**src/rtl/instr_mem_pkg.sv**
```systemverilog
// Shared constants for the instruction memory bank: opcodes, instruction
// word layout, peripheral select nibbles and special word indices.
package instr_mem_pkg;

  localparam int unsigned INSTR_W = 32;
  localparam int unsigned IDX_W   = 12;

  // Execution-engine opcodes (top byte of an instruction word).
  typedef enum logic [7:0] {
    OP_MMULT     = 8'h00,
    OP_MADD      = 8'h01,
    OP_MSUB      = 8'h02,
    OP_MTRANS    = 8'h03,
    OP_MSCALE    = 8'h04,
    OP_MSCALEIMM = 8'h05,
    OP_IADD      = 8'h10,
    OP_ISUB      = 8'h11,
    OP_IMULT     = 8'h12,
    OP_IDIV      = 8'h13,
    OP_STOP      = 8'hFF
  } opcode_e;

  // Instruction word payload: opcode::dest::src1::src2.
  typedef struct packed {
    opcode_e    op;
    logic [7:0] dest;
    logic [7:0] src1;
    logic [7:0] src2;
  } instr_t;

  // Unwritten / out-of-range words decode as STOP.
  localparam logic [INSTR_W-1:0] STOP_WORD = 32'hFFFF_FFFF;

  // Peripheral select nibbles on address[15:12].
  localparam logic [3:0] SEL_MAIN  = 4'h0;
  localparam logic [3:0] SEL_INSTR = 4'h1;
  localparam logic [3:0] SEL_MALU  = 4'h2;
  localparam logic [3:0] SEL_IALU  = 4'h3;
  localparam logic [3:0] SEL_REG   = 4'h4;
  localparam logic [3:0] SEL_EXEC  = 4'h5;

  // Word index of the write-lock register.
  localparam logic [IDX_W-1:0] LOCK_IDX = 12'hFFF;

  // Pack an instruction word from its fields.
  function automatic logic [INSTR_W-1:0] make_instr(input opcode_e op,
                                                    input logic [7:0] dest,
                                                    input logic [7:0] src1,
                                                    input logic [7:0] src2);
    instr_t w;
    w.op   = op;
    w.dest = dest;
    w.src1 = src1;
    w.src2 = src2;
    return w;
  endfunction

endpackage

```
**src/rtl/instr_mem_rd_pipe.sv**
```systemverilog
// Read-data delay line: LAT stages of valid+data, async active-low reset.
// Data registers load only alongside a valid bit, so the last stage holds
// the most recent read result between reads.
//   clk, rst_n   : clock, async active-low reset
//   in_valid/data: read result entering the pipe
//   out_valid/data: result LAT clocks later
module instr_mem_rd_pipe #(
  parameter int unsigned LAT = 1,
  parameter int unsigned W   = 32
) (
  input  logic         clk,
  input  logic         rst_n,
  input  logic         in_valid,
  input  logic [W-1:0] in_data,
  output logic         out_valid,
  output logic [W-1:0] out_data
);

  logic [LAT-1:0] vld_q;
  logic [W-1:0]   dat_q [LAT];

  // Shift stages; reset drops anything in flight.
  always_ff @(posedge clk or negedge rst_n) begin
    if (!rst_n) begin
      vld_q <= '0;
      for (int i = 0; i < LAT; i++) dat_q[i] <= '0;
    end else begin
      vld_q[0] <= in_valid;
      if (in_valid) dat_q[0] <= in_data;
      for (int i = 1; i < LAT; i++) begin
        vld_q[i] <= vld_q[i-1];
        if (vld_q[i-1]) dat_q[i] <= dat_q[i-1];
      end
    end
  end

  assign out_valid = vld_q[LAT-1];
  assign out_data  = dat_q[LAT-1];

endmodule

```
**src/rtl/instr_mem_bank.sv**
```systemverilog
// Bus-writable instruction memory at peripheral nibble SELECT.
//   Clk, nReset : clock, async active-low reset
//   address     : [15:12] peripheral select, [11:0] word index
//   nRead/nWrite: active-low requests (both low = collision)
//   DataIn      : write data, low WORD_W bits used
//   DataOut     : read data, zero-extended, held between reads
//   DataValid   : one-cycle pulse with each new DataOut
//   AddrErr     : one-cycle pulse for out-of-range or collided access
//   Locked      : write-lock state (index 12'hFFF)
module instr_mem_bank
  import instr_mem_pkg::*;
#(
  parameter int unsigned DEPTH  = 16,
  parameter int unsigned WORD_W = 32,
  parameter int unsigned BUS_W  = 256,
  parameter logic [3:0]  SELECT = SEL_INSTR,
  parameter int unsigned RD_LAT = 1
) (
  input  logic             Clk,
  input  logic             nReset,
  input  logic [15:0]      address,
  input  logic             nRead,
  input  logic             nWrite,
  input  logic [BUS_W-1:0] DataIn,
  output logic [BUS_W-1:0] DataOut,
  output logic             DataValid,
  output logic             AddrErr,
  output logic             Locked
);

  localparam int unsigned AW = $clog2(DEPTH);
  localparam logic [IDX_W:0] DEPTH_L = (IDX_W+1)'(DEPTH);

  logic [WORD_W-1:0] mem [DEPTH];
  logic              locked_q;
  logic              addr_err_q;

  logic [IDX_W-1:0]  idx;
  logic [AW-1:0]     widx;
  logic              hit;
  logic              in_range;
  logic              is_lock;
  logic              wr_acc;
  logic              rd_acc;
  logic              mem_we;
  logic              err_c;
  logic [WORD_W-1:0] rd_word;
  logic              pipe_valid;
  logic [WORD_W-1:0] pipe_data;

  // Address decode.
  assign idx      = address[IDX_W-1:0];
  assign widx     = idx[AW-1:0];
  assign hit      = (address[15:12] == SELECT);
  assign in_range = ({1'b0, idx} < DEPTH_L);
  assign is_lock  = (idx == LOCK_IDX);
  assign wr_acc   = hit && !nWrite;
  assign rd_acc   = hit && !nRead && nWrite;
  assign mem_we   = wr_acc && in_range && !locked_q;

  // Out-of-range access (lock index excluded) or read/write collision.
  assign err_c = hit && ((!nWrite && !nRead) ||
                         ((!nWrite || !nRead) && !in_range && !is_lock));

  // Read word from the array as it stands in the accept cycle.
  always_comb begin
    rd_word = WORD_W'(STOP_WORD);
    if (in_range)     rd_word = mem[widx];
    else if (is_lock) rd_word = WORD_W'(locked_q);
  end

  // Storage array; registers rather than a RAM macro so reset can clear it.
  always_ff @(posedge Clk or negedge nReset) begin
    if (!nReset) begin
      for (int i = 0; i < DEPTH; i++) mem[i] <= WORD_W'(STOP_WORD);
    end else if (mem_we) begin
      mem[widx] <= DataIn[WORD_W-1:0];
    end
  end

  // Lock register and error strobe.
  always_ff @(posedge Clk or negedge nReset) begin
    if (!nReset) begin
      locked_q   <= 1'b0;
      addr_err_q <= 1'b0;
    end else begin
      addr_err_q <= err_c;
      if (wr_acc && is_lock) locked_q <= DataIn[0];
    end
  end

  instr_mem_rd_pipe #(
    .LAT (RD_LAT),
    .W   (WORD_W)
  ) u_rd_pipe (
    .clk       (Clk),
    .rst_n     (nReset),
    .in_valid  (rd_acc),
    .in_data   (rd_word),
    .out_valid (pipe_valid),
    .out_data  (pipe_data)
  );

  // Upper write-data bits carry nothing for this block.
  if (BUS_W > WORD_W) begin : g_unused_hi
    logic unused_data_hi;
    assign unused_data_hi = ^DataIn[BUS_W-1:WORD_W];
  end

  assign DataOut   = BUS_W'(pipe_data);
  assign DataValid = pipe_valid;
  assign AddrErr   = addr_err_q;
  assign Locked    = locked_q;

endmodule

```
**config.mk**
```make
export PLATFORM = sky130hd
export DESIGN_NAME = instr_mem_bank
export DESIGN_NICKNAME = d
export VERILOG_FILES = /design/src/rtl/instr_mem_pkg.sv /design/src/rtl/instr_mem_rd_pipe.sv /design/src/rtl/instr_mem_bank.sv
export SDC_FILE = /design/constraint.sdc
export NUM_CORES = 1
export LEC_CHECK = 0
export CAP_MARGIN = 20
export CORE_AREA = 3 3 244 222
export DETAILED_ROUTE_END_ITERATION = 7
export DIE_AREA = 0 0 247 225
export PLACE_DENSITY_LB_ADDON = 0.25
export SLEW_MARGIN = 25
export SYNTH_ARGS = -nofsm -noshare
export SYNTH_HDL_FRONTEND = slang
export SYNTH_SLANG_ARGS = --single-unit
```
**constraint.sdc**
```tcl
create_clock -name Clk -period 2.1 [get_ports Clk]
set_clock_uncertainty 0.1 [all_clocks]
set_input_delay 0.42 -clock Clk [delete_from_list [all_inputs] [get_ports Clk]]
set_output_delay 0.42 -clock Clk [all_outputs]
set_load 0.01 [all_outputs]
```
After elaboration in Yosys (flattened, before gate mapping):

Cells that the tools add are included.

* reductions and logical operators: 18
* mux-type cells: 8
* order comparisons: 3
* equality and inequality tests: 2
* bitwise logic cells: 1

Operator list (number)
* $bwmux 512: 1
* $mux 32: 5
* $bmux 32 s4: 1
* $demux 32 s4: 1
* $eq 12x12->1 const B: 1
* $lt 12x5->1 const B: 1
* $logic_and 1x1->1: 11
* $ge 5x5->1 const B: 1
* $logic_not 1->1: 5
* $lt 5x1->1 const B: 1
* $not 4->5: 1
* $eq 4x1->1 const B: 1
* $logic_or 1x1->1: 2

* bits in registers: 547
* logic and storage cells: 52
* output and inout bits: 259

Logic depth before layout (Yosys ltp):

* depth after elaboration: 6
* depth in mapped cells: 7
* depth with buffers taken out: 5

Modules after synthesis:

Synthesis repeated with hierarchy kept, for this count alone.

* cells, all modules: 1780
* area total of the unflattened synthesis: 27272.4 um^2

Modules (own cells, without submodules)
* instr_mem_bank: seq. area each 13503.0 um^2, cells an instance 1711, area an instance 25902.3 um^2, times used 1
* instr_mem_rd_pipe: seq. area each 825.8 um^2, cells an instance 69, area an instance 1370.1 um^2, times used 1

Least setup slack after synthesis:

Ideal clock, no wire load.

* kind: input -> register
* start: input address[6]
* end: register mem[385] in the netlist's numbering
* slack: -0.512 ns
* data required time: 1.918 ns
* data arrival time: 2.430 ns
* stages: 7
* cell sequence: or4_1 -> nor4_4 -> nand4_2 -> or3_1 -> buf_2 -> buf_6 -> mux2_4

* longest elaborated chain between the ends: 3

Ends and longest elaborated chain
* start: declaration: RTL line instr_mem_bank.sv:21 `input logic [15:0] address,`
* $lt 12x5->1: RTL line instr_mem_bank.sv:55 `assign in_range = ({1'b0, idx} < DEPTH_L);`
* $logic_and 1x1->1 (2 in series): RTL line instr_mem_bank.sv:59 `assign mem_we = wr_acc && in_range && !locked_q;`
* end signal: indexed assignment: RTL line instr_mem_bank.sv:77 `mem[widx] <= DataIn[WORD_W-1:0];`
* end: declaration: RTL line instr_mem_bank.sv:34 `logic [WORD_W-1:0] mem [DEPTH];`

Every way passes these cells.
A chain may end at the register's enable or synchronous reset.

Worst setup path after layout:

* start: input address[7]
* end: register mem[411] in the netlist's numbering

Same word-level chain as after synthesis.

==> impl_metrics.csv <==
group,metric,value,unit
yosys,syn_inst,1757,
placement,gp_congestion,0.7750,
clock_network,cts_buffer_depth,3,
clock_network,tritoncts,"built",
routing,first_pass_iters,5,
yosys,synth_area,0.02691,sq mm
timing,finalHoldViolCount,0,
die,initial_utilization,52.05,%
clock_network,htree_levels,2,
run,cap_violations,0,
routing,vias,15080,
clock_network,cts.sinks,547,
worst_hold_path,hold_path.class,"in -> reg",
die,chipWidth,247,microns
yosys,yosys_register_bits,547,
finish,diodes,0,
routing,vias_per_cell,5.605,
die,core_area,0.05170,sq mm
worst_setup_path,crit_fanout,6,
timing,timing.final.crit_share,109.9,%
power_and_ir_drop,leakagePower,13.89,nW
yosys,syn-mean-instance-area,15.32,sq um
clock_network,cts-root-buf,"clkbuf_16",
power_and_ir_drop,ir_drop,0.0006243,V
finish,layout_common_cells,"dfstp_2 (512), mux2_2 (319), mux2_4 (256), conb_1 (224), mux4_2 (128)",
routing,drt.antenna.violating_nets,0,
outcome,outcome,"finished with violations",
worst_setup_path,cp.required,2.53,ns
routing,drt-total-wl,67750,microns
worst_setup_path,slowest_stage,"or4_4",
grt,grt_usage,22.87,%
worst_setup_path,max_stage_delay,0.54,ns
yosys,async_flop_share,100.0,%
worst_setup_path,crit_arrival,2.73,ns
worst_hold_path,min-delay-start,"address[15]",
placement,dp_hpwl,38760,microns
routing,first_iter_violations,943,
worst_setup_path,crit_buf_inv,4,
placement,portBuffers,86,
worst_setup_path,cp_cell_sequence,"buf_6, or4_4, nor4_4, buf_6, nand4_4, buf_6, or3_4, clkbuf_16, mux2_4",
worst_setup_path,path_delay_family,"simple AND/OR/NAND/NOR gates",
timing,setup_ws,-0.2071,ns
finish,drive_gt1_share,76.73,%
worst_setup_path,cp-start-kind,"primary input",
timing,setup_violations,376,
outcome,violations,"negative setup slack",
timing,tightestPinTransition,0.6623,ns
die,die_h,225,microns
worst_setup_path,end_kind,"flip-flop",
timing,layout_min_cycle_time,2.307,ns
grt,antenna_found_initial,1,
yosys,synth.distinct_cells,36,
grt,grt_pass1_vias,15450,
grt,gr-total-overflow,0,
yosys,ys_seq_area_share,53.25,%
die,core.rowCount,79,
timing,rsz0062_at_grt,"true",
timing,whs,0.1139,ns
power_and_ir_drop,p_total,22.44,mW
grt,grt_max_degree,75,
clock_network,cts.clk_slew.worst_paths,0.06,ns
power_and_ir_drop,power_density,684.0,mW/mm^2
timing,fmax,433.5,MHz
die,num_io_pins,535,
worst_setup_path,critical_path_class,"in -> reg",
yosys,ys.flop_type,"dfstp_2",
routing,drc,0,
timing,relSlewSlack,55.71,%
worst_setup_path,crit_top_cell,"buf_6",
finish,final_nets,2236,
worst_setup_path,crit_path_start,"address[7]",
finish,area_delta_synth_final,21.90,%
die,die_area,0.05558,sq mm
clock_network,cts_inserted_buffers,55,
finish,final_common_cell,"dfstp_2",
grt,grt_pass1_wl,96820,microns
routing,wire_per_inst,25.18,microns
yosys,synth_warnings,0,
worst_setup_path,reg2reg_from,"Locked",
clock_network,insertion_delay,0.60,ns
finish,fillers,3672,
yosys,synth_edf_count,0,
timing,slew_viol_final,0,
[cells in the mapped netlist, types with 4 or more instances]
cell type / n / area [sq um]
mux2_2: 534 / 6013
dfstp_2: 512 / 13450
buf_4: 224 / 1682
mux4_2: 128 / 2883
clkbuf_1: 73 / 274.0
nand2_1: 64 / 240.2
dfrtp_1: 35 / 875.8
buf_2: 34 / 170.2
a221oi_1: 31 / 271.5
mux2_4: 30 / 450.4
buf_1: 23 / 86.33
nor2_1: 13 / 48.80
mux2_1: 11 / 123.9
nand4_1: 5 / 31.28
nor3_2: 5 / 50.05
nor3_1: 4 / 20.02
[cells by family after synthesis]
group | after synthesis | synth area share [%]
muxes | 703 | 35.19
and+or+nand+nor | 106 | 1.930
adders and majority gates | 1 | 0.03720
buffers and inverters | 361 | 8.402
AOI/OAI and AO/OA | 38 | 1.176
other | 1 | 0.01394
DFF | 547 | 53.25
[registers in the layout, summed over array words and instances (netlist names)]
name	cells
AddrErr	1
u_rd_pipe.out_valid	1
Locked	1
u_rd_pipe.out_data	32
mem	512
[power by group]
group          leakage [nW]  total (mW)  switching (mW)  internal (mW)
Combinational          7.29        1.69            1.01          0.681
Sequential             5.70        10.9           0.151           10.7
Clock                 0.894        9.85            4.13           5.72
[tightest hold or removal path: stages]
cell    delay (ns)
buf_2         0.08
or4b_4        0.13
buf_4         0.12
nor2_1        0.04
[stage by stage]
step | setup TNS [ns] | utilization (%) | std cells | setup slack, ns | instance area, sq um
after floorplan | -213.34 | - | 1980 | -0.5083 | 27990
after global placement | -497.73 | 56.30 | 2536 | -1.057 | 29100
after detailed placement | -500.47 | 56.30 | 2536 | -1.070 | 29100
after CTS | -14.25 | 61.34 | 2664 | -0.1265 | 31710
after global routing | -58.68 | 63.45 | 2691 | -0.2454 | 32800
final | -42.22 | 63.45 | 2691 | -0.2071 | 32800
[per-layer routing]
metal / wire length (microns) / part of all wire [%] / vias up / global-route usage [%]
met2: 31380 / 46 / 442 / 34.99
met4: 1531 / 2.3 / 0 / 6.096
li1: - / - / 6355 / -
met1: 30380 / 45 / 8189 / 33.73
met3: 4457 / 6.6 / 97 / 4.390
met5: 0 / 0 / - / 0
[path summary, 6_finish.rpt]
kind | to | slack [ns] | depth (start not counted)
max | mem[411] | -0.21 | 9
min | AddrErr | 0.11 | 4
max reg2reg | mem[347] | 0.09 | 8
min reg2reg | u_rd_pipe.out_data[17] | 0.44 | 2
max in group asynchronous | mem[147] | 0.87 | 4
min in group asynchronous | u_rd_pipe.out_data[22] | 0.24 | 2
[repair_timing]
action | in CTS | in global routing
hold endpoints to repair | 31 | 0
gates cloned | 11 | 21
gates resized for setup | 158 | 164
setup endpoints to repair | 522 | 391
buffers inserted | 18 | 12
pin swaps | 7 | 7
hold buffers | 1 | 0
[final cells by class]
class / instances / area (sq um) / area share [%]
Inverter: 4 / 15.01 / 0.04577
Clock buffer: 82 / 1598 / 4.871
Multi-Input combinational cell: 1072 / 12140 / 37.02
Sequential cell: 547 / 14330 / 43.69
Timing Repair Buffer: 280 / 3657 / 11.15
Tap cell: 688 / 860.8 / 2.624
Clock inverter: 18 / 193.9 / 0.5912
No activity file was read; power rests on OpenSTA's default activity.
